$ cat config.mk
export PLATFORM = sky130hd
export DESIGN_NAME = accel_cmd_regs
export DESIGN_NICKNAME = d
export VERILOG_FILES = /design/src/rtl/accel_cmd_pkg.sv /design/src/rtl/accel_cmd_regs.sv
export SDC_FILE = /design/constraint.sdc
export NUM_CORES = 1
export LEC_CHECK = 0
export ABC_AREA = 1
export BUFFER_PORTS_ARGS = -buffer_cell sky130_fd_sc_hd__buf_2
export CAP_MARGIN = 20
export CORE_ASPECT_RATIO = 1.4
export CORE_MARGIN = 10
export CORE_UTILIZATION = 55
export DETAILED_ROUTE_END_ITERATION = 8
export PLACE_DENSITY = 0.82
export SYNTH_ARGS = -nofsm -noshare
export SYNTH_HDL_FRONTEND = slang
export SYNTH_SLANG_ARGS = --single-unit
$ cat constraint.sdc
create_clock -name clk -period 10.9 [get_ports clk]
set_clock_uncertainty 0.1 [all_clocks]
set_input_delay 2.18 -clock clk [delete_from_list [all_inputs] [get_ports clk]]
set_output_delay 2.18 -clock clk [all_outputs]
set_load 0.01 [all_outputs]
$ cat src/rtl/accel_cmd_pkg.sv
// Shared definitions for the accelerator command register block: register map,
// AXI response codes, CTRL/STATUS bit positions and channel FSM encodings.
package accel_cmd_pkg;

  // Word index (addr[4:2]) of each register
  localparam logic [2:0] IdxCtrl     = 3'd0;
  localparam logic [2:0] IdxStatus   = 3'd1;
  localparam logic [2:0] IdxFeat     = 3'd2;
  localparam logic [2:0] IdxWeight   = 3'd3;
  localparam logic [2:0] IdxOut      = 3'd4;
  localparam logic [2:0] IdxShape    = 3'd5;
  localparam logic [2:0] IdxVersion  = 3'd6;
  localparam logic [2:0] IdxUnmapped = 3'd7;

  localparam logic [1:0] RespOkay   = 2'b00;
  localparam logic [1:0] RespSlverr = 2'b10;

  localparam int unsigned CtrlStartBit  = 0;
  localparam int unsigned CtrlIrqEnBit  = 1;
  localparam int unsigned StatusBusyBit = 0;
  localparam int unsigned StatusDoneBit = 1;

  typedef enum logic [1:0] {WrReset, WrCollect, WrResp} wr_state_e;
  typedef enum logic [1:0] {RdReset, RdIdle, RdData} rd_state_e;

  function automatic logic [31:0] apply_strb(input logic [31:0] old_val,
                                             input logic [31:0] new_val,
                                             input logic [3:0]  strb);
    logic [31:0] res;
    res = old_val;
    for (int i = 0; i < 4; i++) begin
      if (strb[i]) res[8*i +: 8] = new_val[8*i +: 8];
    end
    return res;
  endfunction

endpackage

$ cat src/rtl/accel_cmd_regs.sv
// AXI4-Lite command/descriptor register block for the accelerator core.
// Optional level interrupt enabled by defining ACCEL_CMD_IRQ_EN.
module accel_cmd_regs
  import accel_cmd_pkg::*;
#(
  parameter int unsigned ADDR_WIDTH = 8,
  parameter int unsigned DATA_WIDTH = 32,
  parameter logic [31:0] VERSION    = 32'h2024_0924
) (
  input  logic                    clk,
  input  logic                    rst,
  input  logic [ADDR_WIDTH-1:0]   s00_axi_awaddr,
  input  logic [2:0]              s00_axi_awprot,
  input  logic                    s00_axi_awvalid,
  output logic                    s00_axi_awready,
  input  logic [DATA_WIDTH-1:0]   s00_axi_wdata,
  input  logic [DATA_WIDTH/8-1:0] s00_axi_wstrb,
  input  logic                    s00_axi_wvalid,
  output logic                    s00_axi_wready,
  output logic [1:0]              s00_axi_bresp,
  output logic                    s00_axi_bvalid,
  input  logic                    s00_axi_bready,
  input  logic [ADDR_WIDTH-1:0]   s00_axi_araddr,
  input  logic [2:0]              s00_axi_arprot,
  input  logic                    s00_axi_arvalid,
  output logic                    s00_axi_arready,
  output logic [DATA_WIDTH-1:0]   s00_axi_rdata,
  output logic [1:0]              s00_axi_rresp,
  output logic                    s00_axi_rvalid,
  input  logic                    s00_axi_rready,
  output logic                    task_start,
  input  logic                    task_finish,
`ifdef ACCEL_CMD_IRQ_EN
  output logic                    irq,
`endif
  output logic [DATA_WIDTH-1:0]   feat_addr,
  output logic [DATA_WIDTH-1:0]   weight_addr,
  output logic [DATA_WIDTH-1:0]   out_addr,
  output logic [DATA_WIDTH-1:0]   task_shape
);

  wr_state_e wr_state_q, wr_state_d;
  rd_state_e rd_state_q, rd_state_d;
  logic                    aw_held_q, aw_held_d, w_held_q, w_held_d;
  logic [2:0]              aw_idx_q, aw_idx_d;
  logic [DATA_WIDTH-1:0]   wdata_q, wdata_d;
  logic [DATA_WIDTH/8-1:0] wstrb_q, wstrb_d;
  logic [1:0]              bresp_q, bresp_d, rresp_q, rresp_d;
  logic [DATA_WIDTH-1:0]   rdata_q, rdata_d, rd_mux;
  logic [DATA_WIDTH-1:0]   feat_q, feat_d, weight_q, weight_d, out_q, out_d, shape_q, shape_d;
  logic                    busy_q, busy_d, done_q, done_d, start_q, start_d;
  logic                    irq_en_q, irq_en_d;
  logic                    wr_commit;
  logic                    unused_in;

  assign unused_in = ^{s00_axi_awprot, s00_axi_arprot, s00_axi_awaddr[ADDR_WIDTH-1:5],
                       s00_axi_awaddr[1:0], s00_axi_araddr[ADDR_WIDTH-1:5], s00_axi_araddr[1:0]};

  assign s00_axi_awready = (wr_state_q == WrCollect) && !aw_held_q;
  assign s00_axi_wready  = (wr_state_q == WrCollect) && !w_held_q;
  assign s00_axi_bvalid  = (wr_state_q == WrResp);
  assign s00_axi_bresp   = bresp_q;
  assign s00_axi_arready = (rd_state_q == RdIdle);
  assign s00_axi_rvalid  = (rd_state_q == RdData);
  assign s00_axi_rdata   = rdata_q;
  assign s00_axi_rresp   = rresp_q;
  assign wr_commit       = (wr_state_q == WrCollect) && aw_held_q && w_held_q;

  assign task_start  = start_q;
  assign feat_addr   = feat_q;
  assign weight_addr = weight_q;
  assign out_addr    = out_q;
  assign task_shape  = shape_q;
`ifdef ACCEL_CMD_IRQ_EN
  assign irq = done_q & irq_en_q;
`endif

  // Write channel: AW and W captured independently, committed once both are held
  always_comb begin
    wr_state_d = wr_state_q;
    aw_held_d  = aw_held_q;
    w_held_d   = w_held_q;
    aw_idx_d   = aw_idx_q;
    wdata_d    = wdata_q;
    wstrb_d    = wstrb_q;
    bresp_d    = bresp_q;
    case (wr_state_q)
      WrReset: wr_state_d = WrCollect;
      WrCollect: begin
        if (s00_axi_awvalid && s00_axi_awready) begin
          aw_held_d = 1'b1;
          aw_idx_d  = s00_axi_awaddr[4:2];
        end
        if (s00_axi_wvalid && s00_axi_wready) begin
          w_held_d = 1'b1;
          wdata_d  = s00_axi_wdata;
          wstrb_d  = s00_axi_wstrb;
        end
        if (wr_commit) begin
          wr_state_d = WrResp;
          bresp_d    = (aw_idx_q == IdxUnmapped) ? RespSlverr : RespOkay;
        end
      end
      WrResp: begin
        if (s00_axi_bready) begin
          wr_state_d = WrCollect;
          aw_held_d  = 1'b0;
          w_held_d   = 1'b0;
        end
      end
      default: wr_state_d = WrReset;
    endcase
  end

  always_comb begin
    rd_mux = '0;
    case (s00_axi_araddr[4:2])
      IdxCtrl: begin
`ifdef ACCEL_CMD_IRQ_EN
        rd_mux[CtrlIrqEnBit] = irq_en_q;
`endif
      end
      IdxStatus: begin
        rd_mux[StatusBusyBit] = busy_q;
        rd_mux[StatusDoneBit] = done_q;
      end
      IdxFeat:    rd_mux = feat_q;
      IdxWeight:  rd_mux = weight_q;
      IdxOut:     rd_mux = out_q;
      IdxShape:   rd_mux = shape_q;
      IdxVersion: rd_mux = VERSION;
      default:    rd_mux = '0;
    endcase
  end

  // Read data is captured at address accept so it stays stable while rvalid waits
  always_comb begin
    rd_state_d = rd_state_q;
    rdata_d    = rdata_q;
    rresp_d    = rresp_q;
    case (rd_state_q)
      RdReset: rd_state_d = RdIdle;
      RdIdle: begin
        if (s00_axi_arvalid) begin
          rd_state_d = RdData;
          rdata_d    = rd_mux;
          rresp_d    = (s00_axi_araddr[4:2] == IdxUnmapped) ? RespSlverr : RespOkay;
        end
      end
      RdData:  if (s00_axi_rready) rd_state_d = RdIdle;
      default: rd_state_d = RdReset;
    endcase
  end

  // Ordering: done-clear, then finish (set wins), then start sees the post-finish busy
  always_comb begin
    feat_d   = feat_q;
    weight_d = weight_q;
    out_d    = out_q;
    shape_d  = shape_q;
    busy_d   = busy_q;
    done_d   = done_q;
    start_d  = 1'b0;
    irq_en_d = irq_en_q;
    if (wr_commit && aw_idx_q == IdxStatus && wstrb_q[0] && wdata_q[StatusDoneBit]) begin
      done_d = 1'b0;
    end
    if (task_finish && busy_q) begin
      busy_d = 1'b0;
      done_d = 1'b1;
    end
    if (wr_commit) begin
      case (aw_idx_q)
        IdxCtrl: begin
          if (wstrb_q[0] && wdata_q[CtrlStartBit] && !busy_d) begin
            start_d = 1'b1;
            busy_d  = 1'b1;
          end
`ifdef ACCEL_CMD_IRQ_EN
          if (wstrb_q[0]) irq_en_d = wdata_q[CtrlIrqEnBit];
`endif
        end
        IdxFeat:   feat_d   = apply_strb(feat_q, wdata_q, wstrb_q);
        IdxWeight: weight_d = apply_strb(weight_q, wdata_q, wstrb_q);
        IdxOut:    out_d    = apply_strb(out_q, wdata_q, wstrb_q);
        IdxShape:  shape_d  = apply_strb(shape_q, wdata_q, wstrb_q);
        default: ;
      endcase
    end
  end

  always_ff @(posedge clk or posedge rst) begin
    if (rst) begin
      wr_state_q <= WrReset;
      rd_state_q <= RdReset;
      aw_held_q  <= 1'b0;
      w_held_q   <= 1'b0;
      aw_idx_q   <= '0;
      wdata_q    <= '0;
      wstrb_q    <= '0;
      bresp_q    <= RespOkay;
      rresp_q    <= RespOkay;
      rdata_q    <= '0;
      feat_q     <= '0;
      weight_q   <= '0;
      out_q      <= '0;
      shape_q    <= '0;
      busy_q     <= 1'b0;
      done_q     <= 1'b0;
      start_q    <= 1'b0;
      irq_en_q   <= 1'b0;
    end else begin
      wr_state_q <= wr_state_d;
      rd_state_q <= rd_state_d;
      aw_held_q  <= aw_held_d;
      w_held_q   <= w_held_d;
      aw_idx_q   <= aw_idx_d;
      wdata_q    <= wdata_d;
      wstrb_q    <= wstrb_d;
      bresp_q    <= bresp_d;
      rresp_q    <= rresp_d;
      rdata_q    <= rdata_d;
      feat_q     <= feat_d;
      weight_q   <= weight_d;
      out_q      <= out_d;
      shape_q    <= shape_d;
      busy_q     <= busy_d;
      done_q     <= done_d;
      start_q    <= start_d;
      irq_en_q   <= irq_en_d;
    end
  end

endmodule

## Word-level counts from Yosys, hierarchy flattened

Index checks and enable logic that the tools add are counted.

| word-level totals | value |
|---|---|
| bits in registers | 212 |
| output and inout port bits | 170 |
| word-level logic and storage cells | 120 |

| operators by class | value |
|---|---|
| equal/unequal tests | 23 |
| muxes and demuxes | 24 |
| reduce and logical (&&, ||, !) cells | 44 |

Operator list:

| operator | count |
|---|---|
| $pmux W30 S5 | 1 |
| $reduce_and A3 Y1 | 18 |
| $eq A3 B3 Y1 const B | 7 |
| $eq A3 B2 Y1 const B | 4 |
| $logic_and A1 B1 Y1 | 12 |
| $mux W1 | 12 |
| $mux W2 | 6 |
| $pmux W2 S3 | 2 |
| $reduce_and A2 Y1 | 6 |
| $pmux W2 S5 | 1 |
| $ne A2 B1 Y1 const B | 4 |
| $eq A3 B1 Y1 const B | 2 |
| $eq A2 B1 Y1 const B | 2 |
| $eq A2 B2 Y1 const B | 2 |
| $logic_not A2 Y1 | 2 |
| $ne A2 B2 Y1 const B | 2 |
| $pmux W1 S2 | 2 |
| $reduce_bool A2 Y1 | 2 |
| $logic_not A1 Y1 | 3 |
| $logic_not A3 Y1 | 1 |

## Longest topological paths before layout

| depth | value |
|---|---|
| word-level depth | 8 |
| mapped depth | 9 |

## Worst setup path after synthesis

No wires, ideal clock.

| timing path | value |
|---|---|
| path type | input port to flip-flop |
| from | input port s00_axi_araddr[2] |
| to | register rdata_q[10], in the netlist s00_axi_rdata[10] |
| library setup time | 120 ps |
| arrival time | 3,018 ps |
| data required time | 10,680 ps |
| path slack | 7,661 ps |
| stages | 6 |
| buffers on the path | 2 |
| path through | buf_2 nand3_1 clkbuf_1 o21ai_0 o21ai_1 nand2_1 |

| between the ends | value |
|---|---|
| longest elaborated chain between the ends | 2 |
| elaborated cells between the ends (all ways) | 6 |

RTL lines:

| item | line | text |
|---|---|---|
| from (decl) | accel_cmd_regs.sv:23 | `input logic [ADDR_WIDTH-1:0] s00_axi_araddr,` |
| $eq A3 B3 Y1 or $eq A3 B2 Y1 (tied branches) | accel_cmd_regs.sv:117 | `case (s00_axi_araddr[4:2])` |
| $pmux W30 S5 (*) | accel_cmd_regs.sv:117 |  |
| to (signal assigned) | accel_cmd_regs.sv:222 | `rdata_q <= rdata_d;` |
| to (decl) | accel_cmd_regs.sv:49 | `logic [DATA_WIDTH-1:0] rdata_q, rdata_d, rd_mux;` |

Every way passes the cells marked *; elsewhere a longest branch is shown, timed or not.
A chain may end at the register's enable or synchronous reset.

## Worst setup path in the final report

| timing path | value |
|---|---|
| from | input port s00_axi_araddr[4] |
| to | register rdata_q[16], in the netlist s00_axi_rdata[16] |

The elaborated chain is that of the path after synthesis.

==> results.md <==
| Parameter | Reported |
|---|---|
| Outcome | finished, final reports clean |
| Number of cell rows | 55 |
| Required arrival time at the worst endpoint | 11.23 ns |
| Via count of the first global-routing pass | 7834 |
| CP Class | in -> reg |
| Depth of the CTS H-tree | 1 |
| Worst Setup Start Kind | primary input |
| GRT Max-Usage Layer | met2 |
| Max Fclk | 238 MHz |
| CTS clk-pin slew, worst paths | 0.06 ns |
| Critical-path maximum fanout | 39 |
| Num Clock Sinks | 210 |
| Cell area after placement | 10300 um^2 |
| Maximum number of pins on one net before global-route repair | 135 |
| Total number of vias | 7939 |
| Clk Latency, worst-skew pair | 0.49 ns |
| 1st-pass router iterations | 5 |
| Post-CTS Hold Buffers | 0 |
| CTS tree | built |
| Final design area excluding fillers | 10900 um^2 |
| Slew at the pin with the worst max-slew slack | 1.09 ns |
| Number of synthesis warnings | 0 |
| Buffer depth of the longest clock path | 3 |
| Register bit total from synthesis | 210 |
| Post-detailed-route wirelength per cell | 19.3 um |
| Post-route ant nets | 0 |
| Average size of a mapped cell | 8.99 um^2 |
| Pleak | 6.04 nW |
| Grt total ovfl | 0 |
| Number of buffers inserted to repair setup after CTS | 0 |
| Synthesized instance count | 1018 |
| I/O pin total | 236 |
| Die outline area | 22300 um^2 |
| Height of the chip | 173 um |
| Final setup viols | 0 |
| Setup repair after global routing missed its margin | false |
| Worst max-slew margin expressed relative to the limit | 26.9% |
| M1 GR Usage | 29.1% |
| Accumulated negative setup slack | 0 ns |
| Initial DRC count | 722 |
| Layout cells sized above 1 | 26.8% |
| Final hold violation count | 0 |
| Hold WC Path Type | reg -> reg |
| Final HPWL DP | 18500 um |
| Area of the mapped netlist | 9150 um^2 |
| Via/cell ratio | 5.57 |
| Met2 capacity usage during global routing | 40.7% |
| Yosys top cell by area | sky130_fd_sc_hd__dfrtp_1 |
| Nets@finish | 1284 |
| Horizontal die dimension | 129 um |
| Cell Pwr Density | 300 nW/um^2 |
| Global Route Usage Sum | 24.3% |
| DR DRC count | 0 |
| Sequential cell area fraction in the yosys report | 57.4% |
| Unique masters post-synth | 29 |
| Post-layout minimum cycle time | 4.20 ns |
| Post-CTS sizing | 0 |
| Count of port buffers added during placement | 217 |
| Max IR drop VDD | 0.168 mV |
| Ant diodes | 0 |
| Ratio of final minimum period to clock period | 38.6% |
| Overall routed net length | 27500 um |
| Number of clock buffers inserted by TritonCTS | 20 |
| Initial Utilization | 56.3% |
| CP arrival | 4.53 ns |
| Clock Tree Root | sky130_fd_sc_hd__clkbuf_16 |
| Fraction of met3 tracks used by global routing | 5.17% |
| Top cell type's share of synthesized area | 57.4% |
| Number of pins exceeding their max-slew limit in the final report | 0 |
| Routability-driven placement congestion ratio | 0.866 |
| Global-route wire length before repair | 43100 um |
| Worst hold margin | 0.369 ns |
| Number of max-capacitance violations reported | 0 |
| Kind of end point of the critical path | flop |
| Synth top area cells | sky130_fd_sc_hd__dfrtp_1 57%, sky130_fd_sc_hd__nand2_1 12%, sky130_fd_sc_hd__o21ai_1 6.3% |
| Initial antenna violation count | 0 |
| Core Box Area | 16200 um^2 |
| Synth-to-layout area growth | 19.0% |
synthesized netlist by cell type, drive strengths merged:
library cell,instances
o21bai,2
o21ai,187
or2,1
nand3,35
nor2,67
o22ai,1
nor3,4
conb,1
dfrtp,210
inv,81
clkbuf,13
nand4,23
buf,34
o31ai,1
nand2,320
a21oi,38
worst paths after layout:
path / from / to / slack (ns) / cells after the start
setup / recovery: s00_axi_araddr[4] / s00_axi_rdata[16] / 6.70 / 7
hold / removal: s00_axi_rdata[11] / s00_axi_rdata[11] / 0.37 / 2
setup reg to reg: rd_state_q[0] / s00_axi_rdata[0] / 8.54 / 8
hold reg to reg: s00_axi_rdata[11] / s00_axi_rdata[11] / 0.37 / 2
max in group asynchronous: rst / s00_axi_rdata[21] / 7.35 / 3
min in group asynchronous: rst / wdata_q[14] / 1.76 / 2
report_power, final:
part | switching [W] | internal (W)
combinational | 0.000793 | 0.000437
sequential | 0.000247 | 0.00113
clock | 0.000284 | 0.000369
total | 0.00132 | 0.00194
worst max-delay path: stages:
cell,delay [ns]
sky130_fd_sc_hd__buf_2,0.10
sky130_fd_sc_hd__buf_4,0.28
sky130_fd_sc_hd__inv_2,0.38
sky130_fd_sc_hd__nand3_1,0.83
sky130_fd_sc_hd__o21ai_0,0.53
sky130_fd_sc_hd__o21ai_1,0.13
sky130_fd_sc_hd__nand2_1,0.09
final cells by class:
cell class	instances	area, um^2
fillers	1316	5350
flip-flops and latches	210	5260
multi-input cells	681	3330
repair buffers	224	1140
clock buffers	28	582
inverters	81	314
well taps	199	249
clock inverters	3	15.0
routing by layer:
metal	vias up	wire length (um)
met5	-	0
met4	0	1200
met3	82	2210
met2	326	13600
met1	3828	10500
li1	3703	-
flip-flops by register name, indices dropped and copies added, names as in the netlist, 3 cells and up:
signal         cells
feat_addr         32
wstrb_q            4
weight_addr       32
wdata_q           32
out_addr          32
aw_idx_q           3
task_shape        32
s00_axi_rdata     32
cells by family after synthesis:
kind of cell,share of synthesized area (%)
simple gates,22.3
compound gates,13.9
flops,57.4
buf+inv,6.28
other cells,0.0410
stage by stage:
| stage | worst slack [ns] | util (%) | total power (W) | cells |
|---|---|---|---|---|
| 2_1_floorplan | 2.88 | - | 0.00209 | 1019 |
| 3_3_place_gp | 6.34 | 63.4 | 0.00257 | 1395 |
| 3_5_place_dp | 6.31 | 63.4 | 0.00262 | 1395 |
| 4_1_cts | 6.78 | 67.0 | 0.00328 | 1426 |
| 5_1_grt | 6.56 | 67.0 | 0.00348 | 1426 |
| 6_report | 6.70 | 67.0 | 0.00326 | 1426 |
cells in the final DEF (no fill, tap or decap), types with 4 or more instances in the layout:
cell,instances
sky130_fd_sc_hd__nor2_8,4
sky130_fd_sc_hd__nand2_2,14
sky130_fd_sc_hd__clkbuf_16,21
sky130_fd_sc_hd__buf_2,217
sky130_fd_sc_hd__nand2_1,294
sky130_fd_sc_hd__nor2_1,58
sky130_fd_sc_hd__nand2_4,12
sky130_fd_sc_hd__inv_1,74
sky130_fd_sc_hd__dfrtp_1,210
sky130_fd_sc_hd__a21oi_1,38
sky130_fd_sc_hd__o21ai_0,39
sky130_fd_sc_hd__nand3_1,34
sky130_fd_sc_hd__buf_4,7
sky130_fd_sc_hd__o21ai_2,32
sky130_fd_sc_hd__o21ai_1,116
sky130_fd_sc_hd__inv_2,5
sky130_fd_sc_hd__nand4_1,23
sky130_fd_sc_hd__clkbuf_1,4
No activity file was read; power rests on OpenSTA's default activity.
